**src/rtl/btn_step_if.sv**
```systemverilog
// Button/strobe bundle between the raw button pins and the step conditioner.
//
// Signals:
//   BTN0, BTN1        raw asynchronous button levels, 1 = pressed
//   STEP_UP, STEP_DN  single-cycle step strobes toward the up/down counter
//   BTN0_DB, BTN1_DB  debounced button levels
//
// Modports:
//   master : the side that owns the buttons and consumes strobes / debounced levels
//   slave  : the conditioner, which samples the buttons and produces everything else
interface btn_step_if;
  logic BTN0;
  logic BTN1;
  logic STEP_UP;
  logic STEP_DN;
  logic BTN0_DB;
  logic BTN1_DB;

  modport master (
    output BTN0, BTN1,
    input  STEP_UP, STEP_DN, BTN0_DB, BTN1_DB
  );

  modport slave (
    input  BTN0, BTN1,
    output STEP_UP, STEP_DN, BTN0_DB, BTN1_DB
  );
endinterface

```
**src/rtl/btn_step_conditioner.sv**
```systemverilog
// Button front end for the LED up/down counter.
//
// Synchronises and debounces BTN0/BTN1, arbitrates direction (BTN0 wins) and
// emits single-cycle STEP_UP/STEP_DN strobes: one as soon as a debounced press
// is seen, then one every REPEAT_CYCLES while the button stays held.
//
// Ports:
//   CLOCK        in   system clock, all logic on posedge
//   RESET        in   synchronous, active-low reset
//   bus          slave modport of btn_step_if (BTN0/BTN1 in; STEP_UP, STEP_DN,
//                BTN0_DB, BTN1_DB out)
//   fsm_state_o  out  direction FSM state (0 = IDLE, 1 = UP, 2 = DN)
//
// Strobe semantics: STEP_UP/STEP_DN are clock enables, each high for exactly
// one CLOCK cycle per step and never high together. There is no back-pressure;
// the consumer must act on every cycle a strobe is high.
module btn_step_conditioner #(
  parameter int SYNC_STAGES   = 2,
  parameter int DEB_CYCLES    = 1_250_000,
  parameter int REPEAT_CYCLES = 125_000_000
) (
  input  logic       CLOCK,
  input  logic       RESET,
  btn_step_if.slave  bus,
  output logic [1:0] fsm_state_o
);

  localparam int DEB_W = (DEB_CYCLES > 1) ? $clog2(DEB_CYCLES) : 1;
  localparam int REP_W = (REPEAT_CYCLES > 1) ? $clog2(REPEAT_CYCLES) : 1;
  localparam logic [DEB_W-1:0] DEB_LAST = DEB_W'(DEB_CYCLES - 1);
  localparam logic [REP_W-1:0] REP_LAST = REP_W'(REPEAT_CYCLES - 1);

  typedef enum logic [1:0] {
    ST_IDLE = 2'd0,
    ST_UP   = 2'd1,
    ST_DN   = 2'd2
  } state_t;

  // Synchronisers: bit 0 takes the raw pin, the top bit is the usable level.
  logic [SYNC_STAGES-1:0] sync0_q, sync1_q;
  logic                   btn0_s, btn1_s;

  logic             btn0_db_q, btn0_db_d, btn1_db_q, btn1_db_d;
  logic [DEB_W-1:0] deb0_cnt_q, deb0_cnt_d, deb1_cnt_q, deb1_cnt_d;

  state_t           state_q, state_d;
  logic [REP_W-1:0] rep_q, rep_d;
  logic             step_up_q, step_up_d, step_dn_q, step_dn_d;

  assign btn0_s = sync0_q[SYNC_STAGES-1];
  assign btn1_s = sync1_q[SYNC_STAGES-1];

  // Debounce: count consecutive cycles where the synchronised level differs
  // from the debounced one; any agreeing cycle restarts the count. The flip
  // happens on the DEB_CYCLES-th differing cycle, so the counter never needs
  // to hold DEB_CYCLES itself.
  always_comb begin
    btn0_db_d  = btn0_db_q;
    deb0_cnt_d = '0;
    if (btn0_s != btn0_db_q) begin
      if (deb0_cnt_q == DEB_LAST) begin
        btn0_db_d = btn0_s;
      end else begin
        deb0_cnt_d = deb0_cnt_q + DEB_W'(1);
      end
    end
  end

  always_comb begin
    btn1_db_d  = btn1_db_q;
    deb1_cnt_d = '0;
    if (btn1_s != btn1_db_q) begin
      if (deb1_cnt_q == DEB_LAST) begin
        btn1_db_d = btn1_s;
      end else begin
        deb1_cnt_d = deb1_cnt_q + DEB_W'(1);
      end
    end
  end

  // Direction FSM. rep_q counts held cycles since the last strobe; it is
  // cleared whenever a strobe fires or the direction changes, so it stops at
  // REPEAT_CYCLES-1 and cannot wrap.
  always_comb begin
    state_d   = state_q;
    rep_d     = '0;
    step_up_d = 1'b0;
    step_dn_d = 1'b0;
    case (state_q)
      ST_IDLE: begin
        if (btn0_db_q) begin
          state_d   = ST_UP;
          step_up_d = 1'b1;
        end else if (btn1_db_q) begin
          state_d   = ST_DN;
          step_dn_d = 1'b1;
        end
      end
      ST_UP: begin
        if (!btn0_db_q) begin
          if (btn1_db_q) begin
            state_d   = ST_DN;
            step_dn_d = 1'b1;
          end else begin
            state_d = ST_IDLE;
          end
        end else if (rep_q == REP_LAST) begin
          step_up_d = 1'b1;
        end else begin
          rep_d = rep_q + REP_W'(1);
        end
      end
      ST_DN: begin
        // BTN0 has priority and preempts a running down-repeat.
        if (btn0_db_q) begin
          state_d   = ST_UP;
          step_up_d = 1'b1;
        end else if (!btn1_db_q) begin
          state_d = ST_IDLE;
        end else if (rep_q == REP_LAST) begin
          step_dn_d = 1'b1;
        end else begin
          rep_d = rep_q + REP_W'(1);
        end
      end
      default: begin
        state_d = ST_IDLE;
      end
    endcase
  end

  always_ff @(posedge CLOCK) begin
    if (!RESET) begin
      sync0_q    <= '0;
      sync1_q    <= '0;
      btn0_db_q  <= 1'b0;
      btn1_db_q  <= 1'b0;
      deb0_cnt_q <= '0;
      deb1_cnt_q <= '0;
      state_q    <= ST_IDLE;
      rep_q      <= '0;
      step_up_q  <= 1'b0;
      step_dn_q  <= 1'b0;
    end else begin
      sync0_q    <= {sync0_q[SYNC_STAGES-2:0], bus.BTN0};
      sync1_q    <= {sync1_q[SYNC_STAGES-2:0], bus.BTN1};
      btn0_db_q  <= btn0_db_d;
      btn1_db_q  <= btn1_db_d;
      deb0_cnt_q <= deb0_cnt_d;
      deb1_cnt_q <= deb1_cnt_d;
      state_q    <= state_d;
      rep_q      <= rep_d;
      step_up_q  <= step_up_d;
      step_dn_q  <= step_dn_d;
    end
  end

  assign bus.STEP_UP = step_up_q;
  assign bus.STEP_DN = step_dn_q;
  assign bus.BTN0_DB = btn0_db_q;
  assign bus.BTN1_DB = btn1_db_q;
  assign fsm_state_o = state_q;

endmodule

```
**src/flat_wrapper.sv**
```systemverilog
// flat-port wrapper written by rule: the top's interface ports become plain ports
module btn_step_conditioner_flat 
#(
  parameter int SYNC_STAGES   = 2,
  parameter int DEB_CYCLES    = 1_250_000,
  parameter int REPEAT_CYCLES = 125_000_000
)
  (CLOCK, RESET, fsm_state_o, bus_BTN0, bus_BTN1, bus_STEP_UP, bus_STEP_DN, bus_BTN0_DB, bus_BTN1_DB);
  btn_step_if bus_i ();
  input  logic CLOCK;
  input  logic RESET;
  output logic [1:0] fsm_state_o;
  input wire logic [$bits(bus_i.BTN0)-1:0] bus_BTN0;
  input wire logic [$bits(bus_i.BTN1)-1:0] bus_BTN1;
  output wire logic [$bits(bus_i.STEP_UP)-1:0] bus_STEP_UP;
  output wire logic [$bits(bus_i.STEP_DN)-1:0] bus_STEP_DN;
  output wire logic [$bits(bus_i.BTN0_DB)-1:0] bus_BTN0_DB;
  output wire logic [$bits(bus_i.BTN1_DB)-1:0] bus_BTN1_DB;
  assign bus_i.BTN0 = bus_BTN0;
  assign bus_i.BTN1 = bus_BTN1;
  assign bus_STEP_UP = bus_i.STEP_UP;
  assign bus_STEP_DN = bus_i.STEP_DN;
  assign bus_BTN0_DB = bus_i.BTN0_DB;
  assign bus_BTN1_DB = bus_i.BTN1_DB;
  btn_step_conditioner #(.SYNC_STAGES(SYNC_STAGES), .DEB_CYCLES(DEB_CYCLES), .REPEAT_CYCLES(REPEAT_CYCLES)) u_core (.CLOCK(CLOCK), .RESET(RESET), .bus(bus_i), .fsm_state_o(fsm_state_o));
endmodule
```
**config.mk**
```make
export PLATFORM = sky130hd
export DESIGN_NAME = btn_step_conditioner_flat
export DESIGN_NICKNAME = d
export VERILOG_FILES = /design/src/rtl/btn_step_if.sv /design/src/rtl/btn_step_conditioner.sv /design/src/flat_wrapper.sv
export SDC_FILE = /design/constraint.sdc
export NUM_CORES = 1
export LEC_CHECK = 0
export BUFFER_PORTS_ARGS = -buffer_cell sky130_fd_sc_hd__buf_2
export CAP_MARGIN = 20
export CORE_ASPECT_RATIO = 0.6
export CORE_MARGIN = 2
export CORE_UTILIZATION = 35
export DETAILED_ROUTE_END_ITERATION = 12
export HOLD_SLACK_MARGIN = 0.08
export PLACE_DENSITY = 0.5
export SYNTH_ARGS = -nofsm -noshare
export SYNTH_HDL_FRONTEND = slang
export SYNTH_SLANG_ARGS = --single-unit
```
**constraint.sdc**
```tcl
create_clock -name CLOCK -period 1.9 [get_ports CLOCK]
set_clock_uncertainty 0.05 [all_clocks]
set_input_delay 0.38 -clock CLOCK [delete_from_list [all_inputs] [get_ports CLOCK]]
set_output_delay 0.38 -clock CLOCK [all_outputs]
set_load 0.005 [all_outputs]
```
==> impl_metrics.yaml <==
power_and_ir_drop:
  p_per_area_nw_per_um2: 819
  peakVddDrop_mv: 0.519
  seq_power_share: 0.471
  switchingPower_mw: 0.716
  p_clk_frac: 0.513
  pwr-share-comb: 0.017
  cellInternalPower_mw: 2.84
  p_sw_frac: 0.202
  p_leak_nw: 1.56
  total_power_mw: 3.55
sta:
  min_period_ns: 1.77
  setup_viol: 0
  rsz0062_at_grt: "false"
  finalCritPeriodShare: 0.933
  timing.hold.ws_ns: 0.215
  timing.final.max_slew_violations: 0
  worst_pin_slew_ns: 0.423
  slew_headroom: 0.716
  hold_viol_final: 0
  timing.fmax_mhz: 564
outcome:
  status: "finished, final reports clean"
worst_setup_path:
  cp.depth: 6
  end_kind: "register"
  worst_setup_path_start_kind: "register"
  path_cells: "nor4b_4 > nand3b_1 > nor4_4 > a21o_2 > buf_12 > nor2_1"
  cp.required_ns: 2.08
  slowest_stage: "dfxtp_1"
  crit_type: "register to register"
  critPathMaxFanout: 21
  cpPeakStageDelay_ns: 0.39
  arrival_ns: 1.95
  cp_top_family: "simple AND/OR/NAND/NOR gates"
  ff2ff_path_depth: 6
  crit_buf_inv: 1
synth:
  synthesis.instances: 401
  synth_warnings: 0
  synth.distinct_cells: 40
  yosysMostFrequentCell: "dfxtp_1"
  async_flop_share: 0
  ys.flop_type: "dfxtp_1"
  synth_common_cells: "dfxtp_1 (79), nor2_1 (77), xor2_1 (42), nand3_1 (35), nand2_1 (25)"
  mappedNetlistNets: 413
  synth_seq_cells: 79
  synthTopCellsByArea: "dfxtp_1 (43%), xor2_1 (10%), nor2_1 (7.9%), nand3_1 (4.8%), xnor2_1 (4.6%)"
  synth_edf_count: 0
  yosysTopAreaCell: "dfxtp_1"
  avgSynthCellArea_sq_um: 9.11
  syn_area_sq_um: 3650
  yosysSeqAreaShare: 0.433
  synth_top_cell_area_share: 0.433
floorplan:
  dieHeight_um: 83.2
  rows: 28
  pin_count: 10
  die_x_um: 136
  coreArea_sq_um: 10000
  start_util: 0.365
  dieArea_sq_um: 11300
min_path:
  hp-class: "input pin to register"
  hold-path-cell-count: 2
route:
  initialDrtViolationCount: 206
  ant_nets: 0
  drt_wl_total_mm: 7.58
  wl_per_cell_um: 13.2
  routed_via_density: 4.80
  num_vias: 2746
  dr.pass1.iters: 7
  drc: 0
layout:
  area_growth_pct: 18.8
  fillers: 1043
  fin_util: 0.433
  fin_nets: 444
  antennaDiodeCount: 0
  layout-drive-gt1-share: 0.144
  stdcell_area_sq_um: 4340
  final_cells: 572
placement:
  place_area_sq_um: 3990
  dp.cells: 556
  place.gp.congestion: 0.814
  io_buffers: 9
  dpl.hpwl_mm: 5.50
clock_network:
  path_clk_slew_ns: 0.06
  cts_buffers: 9
  root_buffer: "clkbuf_16"
  cts_buffer_depth: 2
  ctsHtreeMaxLevel: 3
  insertion_delay_ns: 0.33
  cts_tree: "yes"
  clock-sinks: 79
  holdBufCountCts: 0
global_route:
  grt_busiest_layer: "met1"
  grt_max_degree: 22
  grt_use_total: 0.150
  grt_pass1_wl_mm: 13.4
  grt_antenna_before_repair: 0
  grt_pass1_vias: 2575
  gr-total-overflow: 0
  use_met2: 0.177
  gr-usage-met1: 0.244
  use_met3: 0.0501
flow_run:
  cap_violations: 0
## placed cells by master (no fill, tap or decap), types with 14 or more instances in the layout
master,count
dfxtp_1,79
nor2_1,77
xor2_1,42
nand3_1,35
nand2_1,25
xnor2_1,19
buf_4,17
nand4_1,16
nor3_1,14
## what timing repair did
item | in CTS | in global routing
setup buffers | 0 | 0
setup endpoints to repair | 24 | 53
pin swaps | 0 | 2
resized for setup | 1 | 5
## worst reg2reg max path, delay by kind of cell (launching register included)
kind	cells	cell delay, ns
and+or+nand+nor	4	0.85
DFF	1	0.39
AOI/OAI and AO/OA	1	0.22
buffers and inverters	1	0.16
## metrics by stage
step / worst slack [ns] / setup TNS, ns
CTS: 0.0891 / 0
floorplan: 0.179 / 0
finish: 0.127 / 0
global placement: -0.0590 / -1.24
detailed placement: -0.0540 / -1.10
global route: 0.00474 / 0
## power groups by stage
stage | registers (mW) | logic, mW | clock network [mW]
after detailed placement | 1.71 | 0.0589 | 0
final | 1.67 | 0.0591 | 1.82
after CTS | 1.67 | 0.0594 | 1.89
after global placement | 1.71 | 0.0591 | 0
after floorplan | 1.71 | 0.0385 | 0
after global routing | 1.67 | 0.0668 | 1.95
## registers in the layout, summed over array words and instances, names as in the netlist
| name | count |
|---|---|
| u_core.deb1_cnt_q | 21 |
| u_core.sync1_q | 2 |
| u_core.rep_q | 27 |
| u_core.bus.STEP_UP | 1 |
| u_core.bus.STEP_DN | 1 |
| u_core.deb0_cnt_q | 21 |
| u_core.bus.BTN1_DB | 1 |
| u_core.bus.BTN0_DB | 1 |
| u_core.fsm_state_o | 2 |
| u_core.sync0_q | 2 |
## worst paths after layout
kind	from	to	slack (ns)
max	u_core.rep_q[19]	u_core.rep_q[5]	0.13
min	bus_BTN0	u_core.sync0_q[0]	0.22
max reg2reg	u_core.rep_q[19]	u_core.rep_q[5]	0.13
min reg2reg	u_core.sync1_q[0]	u_core.sync1_q[1]	0.38
## kinds of logic (layout without fill, tap and decap cells)
family,after synthesis,count (layout),synth area share
muxes,3,3,0.00822
buffers and inverters,18,54,0.0284
AOI/OAI and AO/OA,15,15,0.0284
and+or+nand+nor,217,217,0.329
adders and majority gates,8,8,0.0274
DFF,79,79,0.433
xor gates and xnor gates,61,61,0.146
## cell type report
type / count / area, sq um / area share
inverter: 9 / 33.8 / 0.00778
clock inverter: 6 / 85.1 / 0.0196
timing repair buffer: 29 / 233 / 0.0536
multi-input combinational: 304 / 2010 / 0.463
sequential: 79 / 1580 / 0.364
tap: 135 / 169 / 0.0389
clock buffer: 10 / 229 / 0.0528
## metal layers
layer,vias to the layer above,routed length (um)
met2,30,2650
met4,0,51
met3,4,300
met1,1269,4570
li1,1443,-
met5,-,0
Power figures use the tool's default switching activity.
